==> src/rtl/jtframe_db15_reader.sv <==
// DB15 adapter reader: scans a 32-bit 74HC165 chain and publishes two 16-bit active-high joystick words.
// Optional build macro JTFRAME_DB15_DEBOUNCE_EN publishes only after two identical consecutive valid scans.
module jtframe_db15_reader #(
  parameter int CLKDIV = 48,
  parameter int GAP    = 1000
) (
  input  logic        clk,
  input  logic        rst,
  input  logic        joy_data,
  output logic        joy_clk,
  output logic        joy_load_n,
  output logic [15:0] board_joy1,
  output logic [15:0] board_joy2,
  output logic        connected,
  output logic        scan_done
);

  localparam int CW = $clog2(CLKDIV);
  localparam int GW = $clog2(GAP + 1);
  localparam logic [CW-1:0] CNT_MAX = CW'(CLKDIV - 1);
  localparam logic [GW-1:0] GAP_MAX = GW'(GAP - 1);

  typedef enum logic [2:0] {
    IDLE,
    LOAD,
    BIT_LO,
    BIT_HI,
    DONE
  } state_t;

  state_t        state;
  logic [1:0]    sync;
  logic [CW-1:0] cnt;
  logic [GW-1:0] gap_cnt;
  logic [4:0]    idx;
  logic [31:0]   raw;
  logic          tick;
  logic          raw_valid;
  logic          data_s;

`ifdef JTFRAME_DB15_DEBOUNCE_EN
  logic [31:0]   raw_prev;
  logic          hist_vld;
`endif

  assign tick      = (cnt == CNT_MAX);
  assign data_s    = sync[1];
  // A line stuck low reads as every button pressed: treat as unplugged/faulty.
  assign raw_valid = (raw != 32'hFFFF_FFFF);

  always_ff @(posedge clk or posedge rst) begin
    if (rst) begin
      sync <= 2'b11;
    end else begin
      sync <= {sync[0], joy_data};
    end
  end

  always_ff @(posedge clk or posedge rst) begin
    if (rst) begin
      state      <= IDLE;
      cnt        <= '0;
      gap_cnt    <= '0;
      idx        <= '0;
      raw        <= '0;
      joy_clk    <= 1'b0;
      joy_load_n <= 1'b1;
      board_joy1 <= '0;
      board_joy2 <= '0;
      connected  <= 1'b0;
      scan_done  <= 1'b0;
`ifdef JTFRAME_DB15_DEBOUNCE_EN
      raw_prev   <= '0;
      hist_vld   <= 1'b0;
`endif
    end else begin
      scan_done <= 1'b0;
      // DONE is a single clk cycle, so the tick phase restarts afterwards.
      if (state == DONE || tick) begin
        cnt <= '0;
      end else begin
        cnt <= cnt + CW'(1);
      end

      case (state)
        IDLE: begin
          joy_clk    <= 1'b0;
          joy_load_n <= 1'b1;
          if (tick) begin
            if (gap_cnt == GAP_MAX) begin
              gap_cnt    <= '0;
              joy_load_n <= 1'b0;
              state      <= LOAD;
            end else begin
              gap_cnt <= gap_cnt + GW'(1);
            end
          end
        end

        LOAD: begin
          idx <= '0;
          if (tick) begin
            joy_load_n <= 1'b1;
            state      <= BIT_LO;
          end
        end

        BIT_LO: begin
          if (tick) begin
            raw[idx] <= ~data_s;
            joy_clk  <= 1'b1;
            state    <= BIT_HI;
          end
        end

        BIT_HI: begin
          if (tick) begin
            joy_clk <= 1'b0;
            if (idx == 5'd31) begin
              state <= DONE;
            end else begin
              idx   <= idx + 5'd1;
              state <= BIT_LO;
            end
          end
        end

        DONE: begin
          scan_done <= 1'b1;
          state     <= IDLE;
          if (!raw_valid) begin
            connected  <= 1'b0;
            board_joy1 <= '0;
            board_joy2 <= '0;
`ifdef JTFRAME_DB15_DEBOUNCE_EN
            hist_vld   <= 1'b0;
`endif
          end else begin
            connected <= 1'b1;
`ifdef JTFRAME_DB15_DEBOUNCE_EN
            if (hist_vld && raw == raw_prev) begin
              board_joy1 <= raw[15:0];
              board_joy2 <= raw[31:16];
            end
            raw_prev <= raw;
            hist_vld <= 1'b1;
`else
            board_joy1 <= raw[15:0];
            board_joy2 <= raw[31:16];
`endif
          end
        end

        default: begin
          state <= IDLE;
        end
      endcase
    end
  end

endmodule

==> config.mk <==
export PLATFORM = sky130hd
export DESIGN_NAME = jtframe_db15_reader
export DESIGN_NICKNAME = d
export VERILOG_FILES = /design/src/rtl/jtframe_db15_reader.sv
export SDC_FILE = /design/constraint.sdc
export NUM_CORES = 1
export LEC_CHECK = 0
export ABC_CLOCK_PERIOD_IN_PS = 2850
export BUFFER_PORTS_ARGS = -buffer_cell sky130_fd_sc_hd__buf_4
export CAP_MARGIN = 15
export CORE_MARGIN = 4
export CORE_UTILIZATION = 45
export CTS_CLUSTER_SIZE = 25
export DETAILED_ROUTE_END_ITERATION = 12
export GPL_ROUTABILITY_DRIVEN = 0
export PLACE_DENSITY_LB_ADDON = 0.12
export SLEW_MARGIN = 5
export SYNTH_ARGS = -nofsm -noshare
export SYNTH_HDL_FRONTEND = slang
export SYNTH_SLANG_ARGS = --single-unit
==> constraint.sdc <==
create_clock -name clk -period 2.85 [get_ports clk]
set_input_delay 0.4275 -clock clk [delete_from_list [all_inputs] [get_ports clk]]
set_output_delay 0.4275 -clock clk [all_outputs]
set_load 0.005 [all_outputs]
Yosys cells after proc, flatten, opt, wreduce, memory -nomap -nowiden
Index checks and enable logic that the tools add are counted.

storage, ports and cells
  bits in registers = 94
  input port bits = 3
  output and inout port bits = 36
  logic and storage cells = 69

operators by class
  add/subtract/negate cells = 3
  $lt $le $gt $ge = 2
  equal/unequal tests = 14
  muxes and demuxes = 25
  bitwise gates (word level) = 1
  reductions and logical operators = 12

operator list
  operator                                                                      number
  32-bit bitwise mux                                                            1
  16-bit two-way mux                                                            2
  32-bit != test, second input constant                                         1
  3-bit two-way mux                                                             6
  2-bit != test, second input constant                                          6
  3-bit case mux with 4 select lines                                            1
  10-bit by 1-bit adder with 10-bit output, second input constant               1
  10-bit == test, second input constant                                         1
  10-bit two-way mux                                                            1
  5-bit two-way mux                                                             2
  5-bit case mux with 2 select lines                                            1
  1-bit two-way mux                                                             7
  6-bit by 1-bit adder with 6-bit output, second input constant                 1
  3-bit by 2-bit == test with 1-bit output, second input constant               2
  6-bit == test, second input constant                                          1
  5-bit by 6-bit less-than comparator with 1-bit output, second input constant  1
  6-bit two-way mux                                                             1
  2-bit AND reduction                                                           3
  3-bit AND reduction                                                           2
  5-bit by 1-bit adder with 5-bit output, second input constant                 1
  1-bit demux with 5-bit select                                                 1
  5-bit == test, second input constant                                          1
  5-bit by 1-bit >= comparator with 1-bit output, second input constant         1
  5-bit AND reduction                                                           1
  10 further kinds                                                              11

Depth between registers and ports, before layout
Gate-level depths: netlist of run 1.

  depth in word-level cells = 5
  gate-level depth with buffers = 9
  mapped depth without buffers = 8

Worst setup path after synthesis of run 1
No wires, ideal clock.

  path kind = flip-flop to flip-flop
  from = reg idx[0]
  to = reg idx[2]
  library setup time = 0.124 ns
  arrival = 1.845 ns
  data required time = 2.726 ns
  slack = 0.881 ns
  stages on the path, launching flop included = 10
  path buffers = 1
  clock period less this slack = 1.969 ns
  path through = dfrtp_1 -> ha_1 -> inv_1 -> nor2_1 -> ha_1 -> or3_1 -> clkbuf_1 -> o21a_1 -> a31oi_1 -> o21ai_1

on the way
  longest elaborated chain between the ends = 4
  elaborated cells on any way between the ends = 7
  classes of those cells = 1 x add/sub; 2 x eq/ne; 3 x mux; 1 x reduce/logical

RTL lines
  item                                    line  source
  start, declared                         35    logic [4:0] idx;
  start signal, assigned                  122   idx <= idx + 5'd1;
  5-bit by 1-bit adder with 5-bit output  122
  5-bit two-way mux                       119   if (idx == 5'd31) begin
  5-bit two-way mux                       117   if (tick) begin
  5-bit case mux with 2 select lines      85    case (state)

Parallel ways exist; a longest one is shown, timed or not. The select of a mux whose other input is x is not followed.
A chain may end at the register's enable or synchronous reset.

Final worst setup path of run 1
Ends and elaborated chain as after synthesis.

==> results of run 1 <==
-- power groups by stage --
stage          Sequential [mW]  Clock [mW]  Combinational [mW]
2_1_floorplan             1.36           0              0.0256
3_3_place_gp              1.37           0              0.0371
3_5_place_dp              1.37           0              0.0372
4_1_cts                   1.34        1.08              0.0375
5_1_grt                   1.34        1.14              0.0412
6_report                  1.34        1.05              0.0344
-- critical path: cells and delay by family, from the launching register on --
family	cells	cell delay [ns]
buffers and inverters	1	0.11
AO/OA/AOI/OAI	3	0.45
adder cells (fa/ha/maj)	2	0.46
AND/OR/NAND/NOR	2	0.56
flip-flops	1	0.46
-- state kept, by name (all words and copies together) (netlist names), 2 cells and up --
signal      flops
cnt             6
state           3
board_joy2     16
sync            2
raw            32
idx             5
board_joy1     16
gap_cnt        10
-- area by class of cell --
cell class / count / area share (%)
Multi-Input combinational cell: 267 / 33.28
Inverter: 43 / 3.387
Clock inverter: 5 / 2.181
Timing Repair Buffer: 44 / 7.288
Sequential cell: 94 / 48.32
Tap cell: 111 / 2.848
Clock buffer: 11 / 2.694
-- how the worst max path moves through the flow --
stage                  startpoint            endpoint  slack [ns]  depth (start not counted)
6_report       idx[0]$_DFFE_PP0P_  idx[2]$_DFFE_PP0P_        0.69                          8
5_1_grt        idx[0]$_DFFE_PP0P_  idx[2]$_DFFE_PP0P_        0.51                          8
4_1_cts        idx[0]$_DFFE_PP0P_  idx[3]$_DFFE_PP0P_        0.71                          8
3_5_place_dp   idx[0]$_DFFE_PP0P_  idx[2]$_DFFE_PP0P_        0.72                          8
3_3_place_gp   idx[0]$_DFFE_PP0P_  idx[2]$_DFFE_PP0P_        0.73                          8
2_1_floorplan  idx[0]$_DFFE_PP0P_  idx[2]$_DFFE_PP0P_        0.88                          9
-- synthesized netlist by cell type (all sizes together), types with 3 or more instances --
cell	count	share of area, %
mux2i	32	7.6
dfstp	3	1.9
or4	3	0.53
nor3	10	1.2
o21ai	9	1.1
xor2	4	0.83
and3	5	0.74
nand4	9	1.3
nand2	88	7.8
clkbuf	17	1.5
xnor2	7	1.5
and4	3	0.62
o31ai	33	5.9
nand3	6	0.71
ha	7	2.1
a21oi	5	0.59
nor4	3	0.59
buf	4	0.59
inv	43	3.8
nor2	26	2.5
dfrtp	91	54
or3	6	0.89
-- cells by family (layout without fill, tap and decap cells) --
family          after synthesis  count (layout)  synth area share (%)
simple gates                164             164                 17.77
buf+inv                      64             103                 5.924
flops                        94              94                 55.78
xor+xnor                     11              11                 2.281
fa+ha+maj                     7               7                 2.073
mux                          32              32                 7.583
compound gates               53              53                 8.590
-- routing by layer --
metal / wire, um / vias up / part of all wire [%] / global-route usage [%]
li1: - / 1487 / - / -
met1: 4036 / 1438 / 48 / 21.67
met2: 4040 / 34 / 48 / 26.58
met3: 181 / 7 / 2.2 / 3.521
met4: 84 / 0 / 1.0 / 4.780
met5: 0 / - / 0 / 0
-- metrics by stage --
| step | hold WS [ns] | setup WS [ns] | util [%] |
|---|---|---|---|
| 5_1_grt | 0.1443 | 0.5130 | 53.02 |
| 6_report | 0.1219 | 0.6934 | 53.02 |
| 4_1_cts | 0.1403 | 0.7102 | 53.02 |
| 3_3_place_gp | 0.3549 | 0.7347 | 50.44 |
| 3_5_place_dp | 0.3549 | 0.7248 | 50.44 |
| 2_1_floorplan | 0.3452 | 0.8808 | - |
==> results by group, run 1 <==
Setup path
  – Reg2reg setup slack: 0.69 ns
  – Crit path top cell by count: ha_1
  – Startpoint Class: register
  – Crit path max fanout: 8
  – WS Path Type: reg2reg
  – Critical R2R Launch: idx[0]$_DFFE_PP0P_
  – Crit path cell chain: ha_1 -> inv_1 -> nor2_1 -> ha_1 -> or3_1 -> o21a_1 -> a31oi_1 -> o21ai_1
  – CP Capture Type: register
  – Critical Path AT: 2.39 ns
  – Crit-path slowest cell: or3_1
  – R2r worst-path depth: 8
  – Worst reg2reg endpoint: idx[2]$_DFFE_PP0P_
  – Critical Path RT: 3.08 ns
  – Crit path largest cell delay: 0.50 ns

Pwr
  – Sequential share of power: 55.3%
  – Clock power share: 43.2%
  – Total Power: about 2.4 mW
  – Leak pwr: 2.354 nW
  – Worst vdd ir: 247.6 uV
  – Int Power: 1.930 mW
  – Comb pwr share: between 1 and 1.5%
  – Switch share: approximately a fifth
  – Pwr dens: around 500 nW/um^2
  – Sw Pwr: around 500 uW

Clock tree
  – Post-CTS Setup Inserts: 0
  – H-Tree Depth: 3
  – Clk_lat worst skew: 0.35 ns
  – Worst-path clk slew: approximately 0.090 ns
  – CTS Root Cell: clkbuf_8
  – CTS tree: done
  – Total CTS buffers: 9
  – Clock Path Buffers: 2
  – # hold bufs at CTS: 0
  – CTS sink count: 94
  – CTS resizes: 0

Die
  – Area of the core: 9196 sq um
  – Die Span X: between 100 and 150 um
  – # rows: 35
  – Die height: roughly 100 um
  – Initial Util: 45.93%
  – Die footprint: ~11000 sq um
  – I/O Pins: 39

Drt
  – Drt first pass iters: 6
  – DR WL/cell: between 10 and 15 um
  – First DRT Iteration DRCs: 102
  – Routed Antenna Nets: 0
  – Vias per cell: 5.158
  – Vias: 2966
  – Total Wirelength: 8.342 mm
  – DRC Markers: 0

Logic synthesis
  – Count of cell types in the netlist: 36
  – Post-synthesis area per instance: ~9.9 sq um
  – Main synth FF type: dfrtp_1
  – Sequential area share after synthesis: 55.78%
  – Post-synth ARST share: 100.0%
  – Ys Warns: 0
  – Post-synth EDFFs: 0
  – Mapped Area: 4224 sq um
  – Post-Syn Nets: between 400 and 500
  – Mapped Cells: 425
  – FF+latch count, synth: 94

Placement
  – Placed Cells: 559
  – Hpwl dp: 5.798 mm
  – DP Area: 4638 sq um
  – PortBufs: 38

STA
  – Rel. slew slack: 55.00%
  – Slew @ Worst Pin: 0.6727 ns
  – Max Fclk: between 400 and 500 MHz
  – Clk_skew: about 0.0092 ns
  – Final Max Tran Viols: 0
  – Unrepaired setup endpoints after global routing: false
  – Sum Neg Setup Slack: 0 ns
  – Min Tclk post-route: approximately 2.2 ns
  – Final setup violating endpoints: 0
  – Final period utilization: around three quarters
  – Hold Fails Final Rpt: 0

Global route
  – First-pass GRT wire length: 14.63 mm
  – Initial antenna violation count: 0
  – Vias in the first global route: slightly above 3000
  – GRT Total Usage: 16.21%
  – Pin count of the biggest net entering global routing: 62
  – GRT overflow: 0

Layout
  – Post-route insts no fill: 575
  – Fill cell count: 844
  – Area of the multi-input gates: 1623 sq um
  – Register Area: 2356 sq um
  – Layout area overhead: 15.43%
  – Design Area, Final: 4876 sq um
  – Nets: 469
  – Most frequent cells in the layout: dfrtp_1 (91), nand2_1 (87), inv_1 (42), buf_4 (42), o31ai_1 (33)
  – Layout cell share with drive strength beyond 1: 15.09%
  – Antenna Cells: 0
  – Commonest non-fill, non-tap cell in the layout: dfrtp_1

Outcome
  – Status: finished clean

Worst hold path
  – HP Class: in2async

Run
  – Max-cap violation count: 0
(Power assumes the default switching activity.)
==> run 2: changes to the inputs <==
--- a/config.mk
+++ b/config.mk
@@ -5,7 +5,8 @@
 export SDC_FILE = /design/constraint.sdc
 export NUM_CORES = 1
 export LEC_CHECK = 0
-export ABC_CLOCK_PERIOD_IN_PS = 2850
+export ABC_AREA = 1
+export ABC_CLOCK_PERIOD_IN_PS = 1900
 export BUFFER_PORTS_ARGS = -buffer_cell sky130_fd_sc_hd__buf_4
 export CAP_MARGIN = 15
 export CORE_MARGIN = 4
==> constraint.sdc (replaced) <==
create_clock -name clk -period 1.9 [get_ports clk]
set_input_delay 0.285 -clock clk [delete_from_list [all_inputs] [get_ports clk]]
set_output_delay 0.285 -clock clk [all_outputs]
set_load 0.005 [all_outputs]
==> run 2 against run 1 <==
Effect of this change:
- first-iteration DRC count rose by 47%
- synthesized area rose by 3.0%
- via count rose by 16%
- global-route usage rose by 1.2 points
- register-to-register slack lost 0.57 ns
- synthesized cell count rose by 22%
- final cell count rose by 20%
- critical path type unchanged
- largest power group unchanged
==> results by group, run 2 <==
Pwr
  – Int Power: 2.519 mW (was 1.930 mW)
  – Comb pwr share: 1.4% (about the same)
  – Pwr dens: 675.3 nW/um^2 (was 497.5 nW/um^2)
  – Sw Pwr: 834.1 uW (was 495.5 uW)
  – Clock power share: 38.6% (was 43.2%)
  – Switch share: 24.87% (was 20.43%)
  – Sequential share of power: 60.1% (was 55.3%)
  – Worst vdd ir: 417.0 uV (was 247.6 uV)
  – Leak pwr: 2.419 nW (was 2.354 nW)

STA
  – Final setup violating endpoints: 0 (unchanged)
  – Max Fclk: 564.0 MHz (was 463.7 MHz)
  – Min Tclk post-route: 1.773 ns (was 2.157 ns)
  – Hold Fails Final Rpt: 0 (unchanged)
  – Unrepaired setup endpoints after global routing: false (unchanged)
  – Final hold slack: 0.02197 ns (was 0.1219 ns)
  – Final period utilization: 93.32% (was 75.67%)
  – Clk_skew: 0.01661 ns (was 0.009243 ns)
  – Sum Neg Setup Slack: 0 ns (unchanged)
  – Slew @ Worst Pin: 0.6020 ns (was 0.6727 ns)
  – Final Max Tran Viols: 0 (unchanged)
  – Rel. slew slack: 59.87% (was 55.00%)

Logic synthesis
  – Top-count cell post-synth: nand2_1 (was dfrtp_1)
  – Sequential area share after synthesis: 54.17% (was 55.78%)
  – Mapped Cells: 518 (was 425)
  – FF+latch count, synth: 94 (unchanged)
  – Mapped Area: 4349 sq um (was 4224 sq um)
  – Top cells by area, synth: dfrtp_1 (52%), nand2_1 (15%), nand3_1 (9.6%) (was dfrtp_1 (54%), nand2_1 (7.8%), mux2i_1 (7.6%))
  – Post-synth ARST share: 100.0% (unchanged)
  – Post-synth EDFFs: 0 (unchanged)
  – Post-synthesis area per instance: 8.396 sq um (was 9.939 sq um)
  – Most instantiated cells after synthesis: nand2_1 (172), dfrtp_1 (91), nand3_1 (83) (was dfrtp_1 (91), nand2_1 (88), inv_1 (43))
  – Post-Syn Nets: 528 (was 435)
  – Ys Warns: 0 (unchanged)
  – Post-synth top area share: 52.36% (was 53.91%)
  – Leading area contributor after synthesis: dfrtp_1 (unchanged)
  – Main synth FF type: dfrtp_1 (unchanged)
  – Count of cell types in the netlist: 32 (was 36)

Layout
  – Reg with most FFs: raw (unchanged)
  – Nets: 564 (was 469)
  – Fill cell count: 896 (was 844)
  – Max reg flops: 32 (unchanged)
  – Commonest non-fill, non-tap cell in the layout: nand2_1 (was dfrtp_1)
  – Post-route insts no fill: 688 (was 575)
  – Biggest regs: raw: 32 flops, board_joy1: 16 flops, board_joy2: 16 flops (unchanged)
  – Layout Utilization: 53.24% (was 53.02%)
  – Antenna Cells: 0 (unchanged)
  – Layout area overhead: 14.18% (was 15.43%)
  – Most frequent cells in the layout: nand2_1 (172), dfrtp_1 (91), nand3_1 (83) (was dfrtp_1 (91), nand2_1 (87), inv_1 (42), buf_4 (42), o31ai_1 (33))
  – Area of the multi-input gates: 1770 sq um (was 1623 sq um)
  – Register Area: 2356 sq um (unchanged)
  – Layout cell share with drive strength beyond 1: 15.03% (was 15.09%)

Setup path
  – Crit path top cell by count: nand2_1 (was ha_1)
  – Crit path max-delay family: simple AND/OR/NAND/NOR gates (unchanged)
  – Critical Path RT: 2.12 ns (was 3.08 ns)
  – Crit path max fanout: 16 (was 8)
  – Crit path largest cell delay: 0.41 ns (was 0.50 ns)
  – WS Path Type: reg2reg (unchanged)
  – Startpoint Class: register (unchanged)
  – Critical Path Stages: 8 (unchanged)
  – Crit path cell chain: ha_1 -> nand2_1 -> clkinv_1 -> nand3_4 -> nor2_4 -> nand3_1 -> nand2_1 -> o21ai_1 (was ha_1 -> inv_1 -> nor2_1 -> ha_1 -> or3_1 -> o21a_1 -> a31oi_1 -> o21ai_1)
  – Worst path bufs/invs: 1 (unchanged)
  – Critical Path AT: 1.99 ns (was 2.39 ns)
  – Crit-path slowest cell: nor2_4 (was or3_1)
  – CP Capture Type: register (unchanged)
  – R2r worst-path depth: 8 (unchanged)

Clock tree
  – # hold bufs at CTS: 0 (unchanged)
  – CTS sink count: 94 (unchanged)
  – Worst-path clk slew: 0.10 ns (was 0.09 ns)
  – CTS Root Cell: clkbuf_8 (unchanged)
  – H-Tree Depth: 3 (unchanged)
  – CTS tree: done (unchanged)
  – Total CTS buffers: 9 (unchanged)
  – Clock Path Buffers: 2 (unchanged)
  – Clk_lat worst skew: 0.36 ns (was 0.35 ns)

Drt
  – DR WL/cell: 13.50 um (was 14.51 um)
  – WL met3: 371 um (was 181 um)
  – Total Wirelength: 9.290 mm (was 8.342 mm)
  – Drt first pass iters: 4 (was 6)
  – Uppermost layer routed: met4 (unchanged)
  – Routed Antenna Nets: 0 (unchanged)
  – DRC Markers: 0 (unchanged)
  – First DRT Iteration DRCs: 150 (was 102)
  – M1 WL: 4.544 mm (was 4.036 mm)
  – Metal2 WL: 4.237 mm (was 4.040 mm)
  – Vias: 3453 (was 2966)
  – Vias per cell: 5.019 (was 5.158)

Global route
  – Initial antenna violation count: 0 (unchanged)
  – GRT overflow: 0 (unchanged)
  – Pin count of the biggest net entering global routing: 95 (was 62)
  – GRT Total Usage: 17.42% (was 16.21%)
  – First-pass GRT wire length: 16.04 mm (was 14.63 mm)
  – Vias in the first global route: 3383 (was 3086)

Placement
  – Hpwl dp: 6.054 mm (was 5.798 mm)
  – PortBufs: 38 (unchanged)
  – Placed Cells: 671 (was 559)

Die
  – # rows: 35 (unchanged)
  – Die footprint: 11300 sq um (was 11000 sq um)
  – Initial Util: 46.63% (was 45.93%)
  – Area of the core: 9328 sq um (was 9196 sq um)
  – I/O Pins: 39 (unchanged)
  – Die height: 106.3 um (was 104.9 um)
  – Die Span X: 106.3 um (was 104.9 um)

Worst hold path
  – HP Class: in2async (unchanged)

Run
  – Max-cap violation count: 0 (unchanged)

Outcome
  – Status: finished clean (unchanged)
## run 2: cell count changes in the layout (fill, tap and decap cells not counted), sizes merged, moves of 10 or more
cell,before,now
inv,43,33
mux2i,32,0
nand2,88,173
nand3,6,86
o21ai,9,45
o31ai,33,0
## run 2: final cells by class
cell class / instances / area share (%)
inverters: 32 / 2.494
repair buffers: 45 / 7.307
clock inverters: 7 / 1.361
multi-input cells: 372 / 35.65
well taps: 129 / 3.250
clock buffers: 9 / 2.494
flip-flops and latches: 94 / 47.44
## run 2: repair_timing
action                     in CTS  in global routing
setup endpoints to repair       0                  6
resized for setup               0                  1
setup buffers                   0                  0
## run 2: final timing paths
path                              startpoint                   endpoint  slack [ns]
max in group asynchronous                rst  board_joy2[4]$_DFFE_PP0P_        1.44
min                                      rst  board_joy2[2]$_DFFE_PP0P_        0.02
max reg2reg                 cnt[0]$_DFF_PP0_        raw[13]$_DFFE_PP0P_        0.13
min reg2reg                sync[0]$_DFF_PP1_          sync[1]$_DFF_PP1_        0.36
max                         cnt[0]$_DFF_PP0_        raw[13]$_DFFE_PP0P_        0.13
min in group clk                    joy_data          sync[0]$_DFF_PP1_        0.03
## run 2: per-stage QoR
step	setup WS, ns	area, sq um	power (mW)
global route	0.008378	4966	3.482
floorplan	0.1806	4353	2.081
detailed placement	0.1760	4763	2.104
global placement	0.2159	4763	2.103
CTS	0.1634	4955	3.397
finish	0.1270	4966	3.353
## run 2: cell families (layout without fill, tap and decap cells)
kind of cell | Yosys count | after routing | synth area share (%)
adders and majority gates | 7 | 7 | 2.014
buffers and inverters | 53 | 93 | 5.380
and+or+nand+nor | 313 | 314 | 32.19
AOI/OAI and AO/OA | 48 | 48 | 5.639
xor gates and xnor gates | 3 | 3 | 0.6043
DFF | 94 | 94 | 54.17
## run 2: metal layers
layer	vias up	track usage, %
li1	1765	-
met1	1607	24.32
met2	68	27.96
met3	13	2.550
met4	0	5.735
met5	-	0
## run 2: worst min-delay path: stages
cell and delay, ns:
buf_4 0.12, clkinvlp_4 0.07, buf_12 0.35
## run 2: power by group through the flow
| stage | combinational, mW | sequential [mW] | clock, mW |
|---|---|---|---|
| 2_1_floorplan | 0.0370 | 2.04 | 0 |
| 3_3_place_gp | 0.0501 | 2.05 | 0 |
| 3_5_place_dp | 0.0505 | 2.05 | 0 |
| 4_1_cts | 0.0502 | 2.01 | 1.33 |
| 5_1_grt | 0.0556 | 2.02 | 1.41 |
| 6_report | 0.0461 | 2.01 | 1.29 |
